--- src/rtl/req_gnt_pkg.sv ---
// req_gnt_pkg
// Shared definitions for the request/grant port: handshake state encoding,
// state width and default parameter values.
package req_gnt_pkg;

  localparam int STATE_W     = 2;
  localparam int CNT_W_DEF   = 8;
  localparam int TIMEOUT_DEF = 16;

  typedef enum logic [STATE_W-1:0] {
    IDLE  = 2'd0,
    WAIT  = 2'd1,
    GRANT = 2'd2
  } state_e;

endpackage

--- src/rtl/sat_counter.sv ---
// sat_counter
// Up-counter that sticks at MAX instead of wrapping. Clear wins over increment.
// Ports:
//   clk, rst_n  clock, async active-low reset
//   clr_i       synchronous clear to zero
//   inc_i       count up by one (ignored once at MAX)
//   cnt_o       current count
module sat_counter #(
  parameter int           W   = 8,
  parameter logic [W-1:0] MAX = '1
) (
  input  logic         clk,
  input  logic         rst_n,
  input  logic         clr_i,
  input  logic         inc_i,
  output logic [W-1:0] cnt_o
);

  logic [W-1:0] cnt_q;
  logic [W-1:0] cnt_d;

  always_comb begin
    cnt_d = cnt_q;
    if (clr_i) begin
      cnt_d = '0;
    end else if (inc_i && (cnt_q != MAX)) begin
      cnt_d = cnt_q + 1'b1;
    end
  end

  always_ff @(posedge clk or negedge rst_n) begin
    if (!rst_n) begin
      cnt_q <= '0;
    end else begin
      cnt_q <= cnt_d;
    end
  end

  assign cnt_o = cnt_q;

endmodule

--- src/rtl/req_gnt_port.sv ---
// req_gnt_port
// Request/grant port for a single requester. Drives a registered request,
// samples the returning grant, tracks the handshake and reports grants,
// wait timeouts and a saturating grant count. All outputs are registered.
// Ports:
//   clk, rst_n     clock, async active-low reset
//   drv_valid_i    load drv_req_i into req at the next edge (beats tgl_i)
//   drv_req_i      value to load
//   tgl_i          invert req at the next edge
//   clr_cnt_i      clear grant count (beats a coincident grant)
//   gnt_i          grant from the responder
//   req_o          registered request
//   gnt_q_o        gnt_i sampled at the last edge
//   state_o        IDLE=0, WAIT=1, GRANT=2
//   granted_o      one-cycle pulse on entry to GRANT
//   timeout_o      one-cycle pulse when a WAIT episode reaches TIMEOUT cycles
//   grant_cnt_o    saturating grant count
//
// state | meaning
// IDLE  | no request outstanding
// WAIT  | request high, grant not yet seen
// GRANT | request high and grant sampled high
module req_gnt_port
  import req_gnt_pkg::*;
#(
  parameter int CNT_W   = CNT_W_DEF,
  parameter int TIMEOUT = TIMEOUT_DEF
) (
  input  logic               clk,
  input  logic               rst_n,
  input  logic               drv_valid_i,
  input  logic               drv_req_i,
  input  logic               tgl_i,
  input  logic               clr_cnt_i,
  input  logic               gnt_i,
  output logic               req_o,
  output logic               gnt_q_o,
  output logic [STATE_W-1:0] state_o,
  output logic               granted_o,
  output logic               timeout_o,
  output logic [CNT_W-1:0]   grant_cnt_o
);

  // Wait counter only has to reach TIMEOUT-1.
  localparam int                WAIT_W   = (TIMEOUT > 2) ? $clog2(TIMEOUT) : 1;
  localparam logic [WAIT_W-1:0] WAIT_MAX = WAIT_W'(TIMEOUT - 1);
  localparam logic [WAIT_W-1:0] WAIT_PRE = WAIT_W'(TIMEOUT - 2);

  logic              req_q,     req_d;
  logic              gnt_q;
  state_e            state_q,   state_d;
  logic              granted_q, granted_d;
  logic              timeout_q, timeout_d;
  logic              wait_stay;
  logic [WAIT_W-1:0] wait_cnt;

  always_comb begin
    req_d     = req_q;
    state_d   = IDLE;
    granted_d = 1'b0;
    timeout_d = 1'b0;
    wait_stay = 1'b0;

    if (drv_valid_i) begin
      req_d = drv_req_i;
    end else if (tgl_i) begin
      req_d = ~req_q;
    end

    if (req_q) begin
      state_d = gnt_q ? GRANT : WAIT;
    end

    granted_d = (state_d == GRANT) && (state_q != GRANT);

    // Counter is cleared on any edge that does not keep us in WAIT, so it
    // reads 0 right after entry; the pulse fires on the step to TIMEOUT-1
    // and cannot repeat because the counter then sticks at WAIT_MAX.
    wait_stay = (state_q == WAIT) && (state_d == WAIT);
    timeout_d = wait_stay && (wait_cnt == WAIT_PRE);
  end

  always_ff @(posedge clk or negedge rst_n) begin
    if (!rst_n) begin
      req_q     <= 1'b0;
      gnt_q     <= 1'b0;
      state_q   <= IDLE;
      granted_q <= 1'b0;
      timeout_q <= 1'b0;
    end else begin
      req_q     <= req_d;
      gnt_q     <= gnt_i;
      state_q   <= state_d;
      granted_q <= granted_d;
      timeout_q <= timeout_d;
    end
  end

  sat_counter #(
    .W   (WAIT_W),
    .MAX (WAIT_MAX)
  ) u_wait_cnt (
    .clk   (clk),
    .rst_n (rst_n),
    .clr_i (!wait_stay),
    .inc_i (wait_stay),
    .cnt_o (wait_cnt)
  );

  // Counts on the same edge that raises granted, so the count and the pulse
  // are visible together.
  sat_counter #(
    .W (CNT_W)
  ) u_grant_cnt (
    .clk   (clk),
    .rst_n (rst_n),
    .clr_i (clr_cnt_i),
    .inc_i (granted_d),
    .cnt_o (grant_cnt_o)
  );

  assign req_o     = req_q;
  assign gnt_q_o   = gnt_q;
  assign state_o   = state_q;
  assign granted_o = granted_q;
  assign timeout_o = timeout_q;

endmodule

--- config.mk ---
export PLATFORM = sky130hd
export DESIGN_NAME = req_gnt_port
export DESIGN_NICKNAME = d
export VERILOG_FILES = /design/src/rtl/req_gnt_pkg.sv /design/src/rtl/sat_counter.sv /design/src/rtl/req_gnt_port.sv
export SDC_FILE = /design/constraint.sdc
export NUM_CORES = 1
export LEC_CHECK = 0
export ABC_AREA = 1
export BUFFER_PORTS_ARGS = -buffer_cell sky130_fd_sc_hd__buf_4
export CORE_MARGIN = 8
export CORE_UTILIZATION = 55
export DETAILED_ROUTE_END_ITERATION = 8
export PLACE_DENSITY = 0.81
export SLEW_MARGIN = 25
export SYNTH_ARGS = -nofsm -noshare
export SYNTH_HDL_FRONTEND = slang
export SYNTH_SLANG_ARGS = --single-unit
--- constraint.sdc ---
create_clock -name clk -period 2.9 [get_ports clk]
set_clock_uncertainty 0.15 [all_clocks]
set_input_delay 0.435 -clock clk [delete_from_list [all_inputs] [get_ports clk]]
set_output_delay 0.435 -clock clk [all_outputs]
set_load 0.02 [all_outputs]
# Yosys cells after proc, flatten, opt, wreduce, memory -nomap -nowiden

Index checks and enable logic that the tools add are counted.

Bits of input ports: 7
Register bits: 18
Logic and storage cells: 33
Output and inout bits: 14

Add/subtract/negate cells: 2
Bitwise logic cells: 1
Mux-type cells: 8
Equal/unequal tests: 8
Reduce and logical (&&, ||, !) cells: 7

Operators with widths:

| operator              | number |
|---|---|
| $mux W8               | 2 |
| $add A8 B1 Y8 const B | 1 |
| $mux W4               | 2 |
| $ne A8 B8 Y1 const B  | 1 |
| $logic_and A1 B1 Y1   | 5 |
| $add A4 B1 Y4 const B | 1 |
| $eq A2 B1 Y1 const B  | 2 |
| $eq A4 B4 Y1 const B  | 1 |
| $mux W2               | 2 |
| $ne A2 B2 Y1 const B  | 2 |
| $ne A4 B4 Y1 const B  | 1 |
| $reduce_bool A2 Y1    | 2 |
| $eq A2 B2 Y1 const B  | 1 |
| $mux W1               | 2 |
| $not A1 Y1            | 1 |

# Depth between registers and ports, before layout

Gate-level depths: netlist of the first run.

Depth in word-level cells: 7
Mapped depth: 8
Gate-level depth less buffers: 8

# Modules after synthesis

Synthesis of the first run repeated with hierarchy kept, for this count alone.

Cell total of the unflattened synthesis: 129
Area, all modules: 978.4 um^2

Modules (own cells, without submodules):

| module                     | area each (um^2) | times used | cells an instance |
|---|---|---|---|
| sat_counter at u_grant_cnt | 511.7            | 1          | 74 |
| req_gnt_port               | 244.0            | 1          | 26 |
| sat_counter at u_wait_cnt  | 222.7            | 1          | 29 |

# Worst setup path after synthesis of the first run

Ideal clock, no wire load.

Kind: reg2reg
From: register u_grant_cnt.cnt_q[0] (netlist: u_grant_cnt.cnt_o[0])
To: register u_grant_cnt.cnt_q[5] (netlist: u_grant_cnt.cnt_o[5])
Library setup time: 0.117 ns
Data arrival time: 1.216 ns
Slack: 1.417 ns
Path buffers: 0
Required time: 2.633 ns
Stages on the path, launching flop included: 9
Path through: dfrtp_1 -> ha_1 -> nand2_2 -> nor2_2 -> nand2_2 -> nand3_4 -> inv_2 -> nand2_1 -> nand2_1

Longest elaborated chain between the ends: 3
Elaborated cells between the ends (all ways): 6

Ends and longest elaborated chain:

| item                                                  | RTL line                             | text |
|---|---|---|
| start, declared                                       | sat_counter.sv:19                    | `logic [W-1:0] cnt_q;` |
| start signal, assigned                                | sat_counter.sv:35                    | `cnt_q <= cnt_d;` |
| $add A8 B1 Y8 / $ne A8 B8 Y1 (equally long branches)  | sat_counter.sv:27, sat_counter.sv:26 |  |
| $mux W8 / $logic_and A1 B1 Y1 (equally long branches) | sat_counter.sv:26                    | `end else if (inc_i && (cnt_q != MAX)) begin` |
| $mux W8 / $reduce_bool A2 Y1 (equally long branches)  | -                                    |  |

Parallel ways exist; a longest one is shown, timed or not. The select of a mux whose other input is x is not followed.
A chain may end at the register's enable or synchronous reset.

# Worst setup path in the final report of the first run

From: register u_grant_cnt.cnt_q[2] (netlist: u_grant_cnt.cnt_o[2])
To: output port grant_cnt_o[2]

RTL lines:

| item          | RTL line           | text |
|---|---|---|
| end, declared | req_gnt_port.sv:41 | `output logic [CNT_W-1:0] grant_cnt_o` |

No word-level cell between the ends.

==> results of run 1 <==
## flip-flops by register name, summed over array words and instances, names as in the netlist
name               cells
u_grant_cnt.cnt_o      8
u_wait_cnt.cnt_o       4
state_o                2
gnt_q_o                1
granted_o              1
req_o                  1
timeout_o              1
## final timing paths
path / startpoint / endpoint / slack [ns] / cells past startpoint
worst min-delay path: gnt_i / gnt_q_o / 0.09 / 1
min in group asynchronous: rst_n / u_grant_cnt.cnt_o[4] / 0.38 / 2
worst min register to register: u_grant_cnt.cnt_o[0] / u_grant_cnt.cnt_o[0] / 0.41 / 1
max in group asynchronous: rst_n / u_grant_cnt.cnt_o[0] / 2.03 / 2
worst max-delay path: u_grant_cnt.cnt_o[2] / grant_cnt_o[2] / 1.36 / 1
worst max register to register: u_grant_cnt.cnt_o[0] / u_grant_cnt.cnt_o[5] / 1.43 / 8
## power groups by stage
stage               clock network (uW)  registers (uW)  logic (uW)
floorplan                            0             287        27.9
finish                             153             272        73.4
global placement                     0             276        71.6
detailed placement                   0             276        73.3
global route                       163             273        80.3
CTS                                155             272        74.4
## worst reg2reg max path, cell delays in order, from the launching register on
cell and delay [ns]:
sky130_fd_sc_hd__dfrtp_1 0.44, sky130_fd_sc_hd__ha_1 0.23, sky130_fd_sc_hd__nand2_2 0.09, sky130_fd_sc_hd__nor2_2 0.10, sky130_fd_sc_hd__nand2_2 0.11, sky130_fd_sc_hd__nand3_4 0.11, sky130_fd_sc_hd__inv_2 0.05, sky130_fd_sc_hd__nand2_1 0.06
sky130_fd_sc_hd__nand2_1 0.05
## layout make-up
class                      count  share of cell area
clock buffer                   4              0.0320
multi-input combinational     74               0.371
timing repair buffer          21               0.141
tap                           16              0.0177
sequential                    18               0.398
inverter                      12              0.0398
## kinds of logic after synthesis
family                   Yosys count  share of synthesized area
buffers and inverters             12                     0.0492
multiplexers                       1                     0.0123
adder cells (fa/ha/maj)            3                     0.0410
AO/OA/AOI/OAI                     10                     0.0724
XOR/XNOR                           5                     0.0478
flip-flops                        18                      0.492
AND/OR/NAND/NOR                   55                      0.286
## timing repair
item                                   in CTS  in global routing
resized for setup                           0                  0
endpoints found under the hold margin      18                  0
hold buffers                                1                  0
## through the flow
step | cell area, um2 | power, uW
finish | 1130 | 498
global route | 1130 | 517
global placement | 1090 | 347
floorplan | 916 | 315
CTS | 1130 | 501
detailed placement | 1090 | 350
## metal layers
metal,vias up,share of wire,global-route usage
li1,385,-,-
met1,352,0.44,0.139
met2,20,0.49,0.218
met3,4,0.056,0.0404
met4,0,0.0098,0.0302
met5,-,0,0
## layout by cell type (no fill, tap or decap), types with 2 or more instances in the layout
cell                       netlist  layout
sky130_fd_sc_hd__a21oi_1         2       2
sky130_fd_sc_hd__inv_1           9       9
sky130_fd_sc_hd__clkbuf_4        0       3
sky130_fd_sc_hd__nor2_1         13      13
sky130_fd_sc_hd__xor2_1          4       4
sky130_fd_sc_hd__nand3_1        14      14
sky130_fd_sc_hd__o21ai_1         4       4
sky130_fd_sc_hd__inv_2           3       3
sky130_fd_sc_hd__nand2_1        20      20
sky130_fd_sc_hd__buf_4           0      20
sky130_fd_sc_hd__ha_1            3       3
sky130_fd_sc_hd__nand2_2         3       3
sky130_fd_sc_hd__dfrtp_1        18      18
==> impl_metrics.json, run 1 <==
{
  "layout.filler_cells": 119,
  "floorplan.initialDensity": 0.594,
  "yosys_register_bits": 18,
  "root_buffer": "sky130_fd_sc_hd__clkbuf_4",
  "seq_power_share": 0.545,
  "cellInternalPower_uw": 367,
  "worst_ep_arrival_ns": 0.96,
  "synth_enable_flop_cells": 0,
  "io-pin-count": 21,
  "grt_max_degree": 19,
  "post-synth-top-area-fraction": 0.492,
  "die-width_um": 56.8,
  "final_std_cells_w_o_fill": 145,
  "worstSetupStartpointType": "flip-flop",
  "setup.worst_path.end_class": "output port",
  "globalRouteTotalUtil": 0.123,
  "switching_power_uw": 131,
  "drt-vias-per-instance": 5.25,
  "post-synth-top-area-cell": "sky130_fd_sc_hd__dfrtp_1",
  "power_per_cell_area_mw_per_mm2": 440,
  "yosysWarningCount": 0,
  "die_h_um": 56.8,
  "cts_setup_buffers": 0,
  "maxSlewViolCount": 0,
  "syn2layout_area_growth_pct": 23.6,
  "crit_path_cell_trace": "buf_4",
  "std_cell_rows": 14,
  "dp_hpwl_um": 1460,
  "dieArea_mm2": 0.00323,
  "timing.setup.tns_ns": 0,
  "detail-route-antenna-nets": 0,
  "synthesis.instances": 104,
  "cellLeakagePower_uw": 0.000571,
  "totalWireLength_um": 1940,
  "timing_worst_slew_pin_value_ns": 0.231,
  "maxCapViolations": 0,
  "mappedNetlistNets": 114,
  "final_layout_size_suffix_gt1_frac": 0.271,
  "hold_viol_final": 0,
  "grt_first_pass_wirelength_um": 3340,
  "setup_ws_pre_cts_ns": 1.44,
  "total_core_area_mm2": 0.00154,
  "first_global_vias": 769,
  "post_layout_worst_setup_margin_ns": 1.36,
  "number_of_antenna_violations_at_the_first_check_in_global_routing": 0,
  "timing.max_slew.rel_slack": 0.846,
  "drtIter0Drc": 10,
  "fin_util": 0.735,
  "outcome": "finished clean",
  "globalRouteOverflowTotal": 0,
  "fin_crit_sh": 0.533,
  "yosys-top-cells-count": "sky130_fd_sc_hd__nand2_1 (20), sky130_fd_sc_hd__dfrtp_1 (18), sky130_fd_sc_hd__nand3_1 (14)",
  "post_synthesis_mean_instance_area_um2": 8.81,
  "synth.most_common_cell": "sky130_fd_sc_hd__nand2_1",
  "netlist_top_cells_area": "sky130_fd_sc_hd__dfrtp_1 (49%), sky130_fd_sc_hd__nand2_1 (8.2%), sky130_fd_sc_hd__nand3_1 (7.7%)",
  "globalplace.congestion": 0.897,
  "crit_path_top_delay_cell": "sky130_fd_sc_hd__dfrtp_1",
  "tritoncts": "built",
  "leading_register_cell_type_out_of_synthesis": "sky130_fd_sc_hd__dfrtp_1",
  "route.vias.total": 761,
  "synth_seq_area_share": 0.492,
  "io_buffer_count": 20,
  "timing.critical_path.required_ns": 2.32,
  "highest_fanout_seen_on_the_critical_path": 7,
  "clk_path_buf_depth": 2,
  "syn-cell-area_um2": 916,
  "synth-async-reset-ratio": 1.00,
  "unrepaired_setup_endpoints_after_global_routing": "false",
  "clock_power_share": 0.308,
  "layout.area.seq_um2": 450,
  "clock_latency_ns": 0.29,
  "worst_setup_hold_path_clk_slew_ns": 0.10,
  "critPathTopFamily": "flip-flops",
  "power.share.combinational": 0.147,
  "drc": 0,
  "cp_slowest_stage_delay_ns": 0.48,
  "post_synth_num_cell_types": 22,
  "num-nets-final": 140,
  "total_cts_buffers": 3,
  "ir_worst_vdd_v": 0.000345,
  "cts.sink_count": 18,
  "dpl.cell_count": 140,
  "fin_crit_ns": 1.54,
  "timing.hold.worst.class": "in -> reg",
  "antennaDiodeCount": 0,
  "multi_input_comb_area_um2": 420,
  "maximum_achievable_frequency_mhz": 648,
  "htree_levels": 1,
  "post_drt_wl_per_cell_um": 13.4,
  "power_switching_share": 0.264,
  "timing.setup.critical_path_class": "reg -> out",
  "number_of_buffers_and_inverters_on_the_critical_path": 1,
  "final.hold.worst_slack_ns": 0.0936,
  "endpoints_failing_setup": 0,
  "drt_pass1_iterations": 4
}
Power figures use the tool's default switching activity.
==> run 2: changes to the inputs <==
- ABC_AREA: 1 -> 0
- CORE_UTILIZATION: 55 -> 45
- PLACE_DENSITY: 0.81 -> 0.72
- clock period: 2.9 -> 1.4 ns (I/O delays scaled with it)
==> impl_metrics.json, run 2 <==
{
  "unrepaired_setup_endpoints_after_global_routing": "true",
  "finish.instance_area_mm2": 0.00133,
  "synth_seq_area_share": 0.544,
  "clock_latency_ns": 0.29,
  "globalRouteTotalUtil": 0.116,
  "io-pin-count": 21,
  "die_h_um": 58.9,
  "multi_input_comb_area_um2": 418,
  "ir_worst_vdd_v": 0.000524,
  "antennaDiodeCount": 0,
  "final_std_cells_w_o_fill": 152,
  "fin_crit_sh": 1.15,
  "dpl.cell_count": 139,
  "critPathTopFamily": "simple AND/OR/NAND/NOR gates",
  "whs_path_depth": 3,
  "floorplan.initialDensity": 0.480,
  "switching_power_uw": 262,
  "power_per_cell_area_mw_per_mm2": 764,
  "tritoncts": "built",
  "final_layout_size_suffix_gt1_frac": 0.472,
  "htree_levels": 1,
  "cellLeakagePower_uw": 0.000621,
  "cp_slowest_stage_delay_ns": 0.47,
  "total_core_area_mm2": 0.00173,
  "first_global_vias": 735,
  "final_common_cell": "sky130_fd_sc_hd__buf_4",
  "num-nets-final": 138,
  "syn2layout_area_growth_pct": 60.3,
  "timing.max_slew.rel_slack": 0.822,
  "grt_max_degree": 19,
  "dp_hpwl_um": 1380,
  "drt-vias-per-instance": 5.09,
  "synth_enable_flop_cells": 0,
  "cellInternalPower_uw": 752,
  "drtIter0Drc": 19,
  "power_switching_share": 0.259,
  "yosys-top-cells-count": "sky130_fd_sc_hd__dfrtp_1 (18), sky130_fd_sc_hd__nor2_1 (8), sky130_fd_sc_hd__nand3_1 (6)",
  "mappedNetlistNets": 88,
  "netlist_top_cells_area": "sky130_fd_sc_hd__dfrtp_1 (54%), sky130_fd_sc_hd__ha_1 (4.5%), sky130_fd_sc_hd__nand3_1 (3.6%)",
  "largest_register_ff_count": 8,
  "worst_ep_arrival_ns": 1.69,
  "synthesis.instances": 78,
  "post_synth_num_cell_types": 28,
  "post-synth-top-area-fraction": 0.544,
  "timing.critical_path.required_ns": 1.48,
  "highest_fanout_seen_on_the_critical_path": 4,
  "fin_crit_ns": 1.61,
  "yosys_register_bits": 18,
  "io_buffer_count": 20,
  "syn-cell-area_um2": 828,
  "power.share.combinational": 0.190,
  "drt_pass1_iterations": 4,
  "maximum_achievable_frequency_mhz": 622,
  "post-synth-top-area-cell": "sky130_fd_sc_hd__dfrtp_1",
  "worstSetupStartpointType": "flip-flop",
  "post_drt_wl_per_cell_um": 13.4,
  "critical_path_stages": 5,
  "setup_ws_pre_cts_ns": -0.173,
  "globalplace.congestion": 0.729,
  "post_layout_worst_setup_margin_ns": -0.207,
  "timing.setup.critical_path_class": "reg -> reg",
  "number_of_antenna_violations_at_the_first_check_in_global_routing": 0,
  "maxCapViolations": 0,
  "detail-route-antenna-nets": 0,
  "final.hold.worst_slack_ns": 0.0625,
  "std_cell_rows": 15,
  "maxSlewViolCount": 0,
  "total_power_uw": 1010,
  "violations_in_the_final_reports": "negative setup slack",
  "worstRegToRegCells": 5,
  "placement.cell_area_mm2": 0.00115,
  "yosysWarningCount": 0,
  "synth-async-reset-ratio": 1.00,
  "number_of_buffers_and_inverters_on_the_critical_path": 0,
  "seq_power_share": 0.543,
  "layout.filler_cells": 127,
  "crit_path_cell_trace": "ha_4 -> nand3_4 -> o211ai_4 -> or4_1 -> a21oi_1",
  "die-width_um": 58.9,
  "drc": 0,
  "globalRouteOverflowTotal": 0,
  "clk_path_buf_depth": 2,
  "route.vias.total": 773,
  "totalWireLength_um": 2030,
  "total_cts_buffers": 3,
  "setup.worst_path.end_class": "flip-flop",
  "root_buffer": "sky130_fd_sc_hd__clkbuf_4",
  "outcome": "finished, violations left",
  "leading_register_cell_type_out_of_synthesis": "sky130_fd_sc_hd__dfrtp_1",
  "timing.hold.worst.class": "in -> reg",
  "clock_power_share": 0.267,
  "synth.most_common_cell": "sky130_fd_sc_hd__dfrtp_1",
  "post_synthesis_mean_instance_area_um2": 10.6,
  "worst_setup_hold_path_clk_slew_ns": 0.11,
  "timing_worst_slew_pin_value_ns": 0.266,
  "cts.sink_count": 18,
  "dieArea_mm2": 0.00347,
  "hold_viol_final": 0,
  "layout.cells.most_common_list": "sky130_fd_sc_hd__buf_4 (36), sky130_fd_sc_hd__dfrtp_1 (13), sky130_fd_sc_hd__nor2_1 (8)",
  "endpoints_failing_setup": 8,
  "layout.area.seq_um2": 457,
  "crit_path_top_delay_cell": "sky130_fd_sc_hd__or4_1",
  "grt_first_pass_wirelength_um": 3150
}
run 2: cell count changes after synthesis, moves of 4 or more:
cell	before	now
sky130_fd_sc_hd__nand2_1	20	3
sky130_fd_sc_hd__nand3_1	14	6
sky130_fd_sc_hd__inv_1	9	2
sky130_fd_sc_hd__nor2_1	13	8
sky130_fd_sc_hd__o21ai_1	4	0
run 2: worst paths after layout:
| kind | start | to | slack (ns) |
|---|---|---|---|
| min in group asynchronous | rst_n | u_grant_cnt.cnt_o[7] | 0.16 |
| max reg2reg | u_grant_cnt.cnt_o[0] | u_grant_cnt.cnt_o[5] | -0.21 |
| min | tgl_i | req_o | 0.06 |
| min reg2reg | gnt_q_o | state_o[0] | 0.40 |
| max in group asynchronous | rst_n | u_grant_cnt.cnt_o[2] | 0.73 |
| max | u_grant_cnt.cnt_o[0] | u_grant_cnt.cnt_o[5] | -0.21 |
run 2: area by class of cell:
class,instances,share of cell area
inverter,2,0.00566
sequential,18,0.344
clock buffer,4,0.0198
timing repair buffer,47,0.292
multi-input combinational,56,0.315
tap,25,0.0236
run 2: cells by family (layout without fill, tap and decap cells):
group / Yosys count / count (layout) / share of synthesized area
xor gates and xnor gates: 3 / 3 / 0.0317
DFF: 18 / 18 / 0.544
buffers and inverters: 4 / 53 / 0.0272
muxes: 2 / 2 / 0.0242
AOI/OAI and AO/OA: 14 / 14 / 0.104
and+or+nand+nor: 34 / 34 / 0.224
adders and majority gates: 3 / 3 / 0.0453
run 2: per-stage QoR:
step	utilization	TNS, ns
2_1_floorplan	-	-1.07
3_3_place_gp	0.667	-0.748
3_5_place_dp	0.667	-0.898
4_1_cts	0.714	-1.08
5_1_grt	0.769	-1.62
6_report	0.769	-1.11
run 2: timing repair:
item | CTS | global route
hold buffers | 5 | 0
endpoints found under the hold margin | 28 | 0
pin swaps | 1 | 3
gates resized for setup | 1 | 15
setup buffers | 0 | 4
endpoints found under the setup margin | 8 | 15
run 2: tightest hold or removal path: cells and delay by family:
family	cells	cell delay [ns]
AOI/OAI and AO/OA	1	0.07
xor gates and xnor gates	1	0.10
buffers and inverters	1	0.08
run 2: power groups by stage:
stage | registers, uW | clock network (uW) | logic (uW)
2_1_floorplan | 585 | 0 | 47.3
3_3_place_gp | 559 | 0 | 162
3_5_place_dp | 560 | 0 | 165
4_1_cts | 550 | 276 | 177
5_1_grt | 552 | 291 | 210
6_report | 550 | 271 | 193
run 2: per-layer routing:
metal / track usage / vias up / routed length, um
met2: 0.187 / 15 / 1010
met4: 0.0648 / 0 / 10
met3: 0.0326 / 2 / 113
met1: 0.136 / 379 / 895
li1: - / 377 / -
met5: 0 / - / 0
==> run 3: changes to the inputs <==
- CTS_CLUSTER_DIAMETER: default -> 40
- PLACE_DENSITY: 0.72 -> 0.77
==> impl_metrics.json, run 3 (same netlist as run 2, synthesis figures left out) <==
{
  "ir_worst_vdd_v": 0.000573,
  "fin_crit_ns": 1.65,
  "timing_worst_slew_pin_value_ns": 0.332,
  "hold_viol_final": 0,
  "outcome": "finished, violations left",
  "total_cts_buffers": 3,
  "drc": 0,
  "tritoncts": "built",
  "htree_levels": 1,
  "timing.setup.tns_ns": -1.57,
  "drtIter0Drc": 18,
  "layout.filler_cells": 117,
  "maximum_achievable_frequency_mhz": 605,
  "std_cell_rows": 15,
  "timing.setup.critical_path_class": "reg -> reg",
  "timing.max_slew.rel_slack": 0.778,
  "final_layout_size_suffix_gt1_frac": 0.532,
  "timing.hold.worst.class": "in -> reg",
  "unrepaired_setup_endpoints_after_global_routing": "true",
  "worstSetupStartpointType": "flip-flop",
  "first_global_vias": 764,
  "cp_slowest_stage_delay_ns": 0.44,
  "globalplace.congestion": 0.736,
  "finish.instance_area_mm2": 0.00135,
  "die_h_um": 58.9,
  "power_per_cell_area_mw_per_mm2": 793,
  "io-pin-count": 21,
  "globalRouteTotalUtil": 0.123,
  "root_buffer": "sky130_fd_sc_hd__clkbuf_4",
  "timing.critical_path.required_ns": 1.47,
  "endpoints_failing_setup": 9,
  "globalRouteOverflowTotal": 0,
  "grt_first_pass_wirelength_um": 3300,
  "fin_crit_sh": 1.18,
  "cellLeakagePower_uw": 0.000618,
  "detail-route-antenna-nets": 0,
  "dieArea_mm2": 0.00347,
  "placement.cell_area_mm2": 0.00114,
  "post_layout_worst_setup_margin_ns": -0.252,
  "totalWireLength_um": 2240,
  "num-nets-final": 137,
  "final.hold.worst_slack_ns": 0.0608,
  "final_std_cells_w_o_fill": 151,
  "worst_setup_hold_path_clk_slew_ns": 0.10,
  "dp_hpwl_um": 1450,
  "worst_ep_arrival_ns": 1.72,
  "cts.sink_count": 18,
  "clock_latency_ns": 0.29,
  "maxSlewViolCount": 0,
  "layout.area.seq_um2": 457,
  "route.vias.total": 799,
  "final_common_cell": "sky130_fd_sc_hd__buf_4",
  "die-width_um": 58.9,
  "setup_ws_pre_cts_ns": -0.187,
  "total_core_area_mm2": 0.00173,
  "setup.worst_path.end_class": "flip-flop",
  "drt-vias-per-instance": 5.29,
  "maxCapViolations": 0,
  "syn2layout_area_growth_pct": 62.4,
  "io_buffer_count": 20,
  "clk_path_buf_depth": 2,
  "violations_in_the_final_reports": "negative setup slack",
  "number_of_antenna_violations_at_the_first_check_in_global_routing": 0,
  "dpl.cell_count": 138,
  "grt_max_degree": 19,
  "drt_pass1_iterations": 4,
  "floorplan.initialDensity": 0.480,
  "crit_path_cell_trace": "ha_4 -> nand3_2 -> o211ai_2 -> buf_6 -> or3_1 -> a21oi_1",
  "multi_input_comb_area_um2": 433,
  "layout.cells.most_common_list": "sky130_fd_sc_hd__buf_4 (35), sky130_fd_sc_hd__dfrtp_1 (13), sky130_fd_sc_hd__nor2_1 (7)",
  "largest_register_ff_count": 8,
  "post_drt_wl_per_cell_um": 14.8,
  "highest_fanout_seen_on_the_critical_path": 10,
  "antennaDiodeCount": 0,
  "crit_path_top_delay_cell": "sky130_fd_sc_hd__dfrtp_2"
}
[run 3: what timing repair did]
action                                  in CTS  in global routing
pin swaps                                    2                  6
hold buffers                                 5                  0
resized for setup                            3                 20
buffers inserted                             2                  4
gates cloned                                 0                  0
hold endpoints to repair                    28                  0
endpoints found under the setup margin       9                 16
[run 3: where the power goes]
part           switching (uW)  internal, uW  leakage [uW]
logic                    92.5           102      0.000362
registers                11.4           538      0.000236
clock network             164           158     0.0000210
total                     268           799      0.000618
[run 3: metal layers]
| metal | GRT usage | vias up | wire length, um |
|---|---|---|---|
| met3 | 0.0370 | 4 | 110 |
| li1 | - | 378 | - |
| met5 | 0 | - | 0 |
| met1 | 0.128 | 394 | 861 |
| met2 | 0.215 | 23 | 1250 |
| met4 | 0.0683 | 0 | 19 |
[run 3: worst paths after layout]
kind | from | end | slack [ns] | depth (start not counted)
max | u_grant_cnt.cnt_o[1] | u_grant_cnt.cnt_o[2] | -0.25 | 6
min | tgl_i | req_o | 0.06 | 3
max reg2reg | u_grant_cnt.cnt_o[1] | u_grant_cnt.cnt_o[2] | -0.25 | 6
min reg2reg | gnt_q_o | state_o[0] | 0.39 | 2
max in group asynchronous | rst_n | u_grant_cnt.cnt_o[0] | 0.73 | 2
min in group asynchronous | rst_n | state_o[0] | 0.16 | 2
[run 3: critical path: cells and delay by family (launching register included)]
family                     cells  cell delay (ns)
AOI/OAI and AO/OA              2             0.28
adders and majority gates      1             0.17
buffers and inverters          1             0.17
DFF                            1             0.44
and+or+nand+nor                2             0.37
[run 3: layout make-up]
cell class | instances | share of cell area
clock buffers | 4 | 0.0270
inverters | 2 | 0.00558
multi-input cells | 56 | 0.322
flip-flops and latches | 18 | 0.340
well taps | 25 | 0.0233
repair buffers | 46 | 0.283
[run 3: metrics by stage]
stage                util  total power [uW]
floorplan               -               633
global placement    0.662               716
detailed placement  0.662               722
CTS                 0.728              1060
global route        0.779              1110
finish              0.779              1070
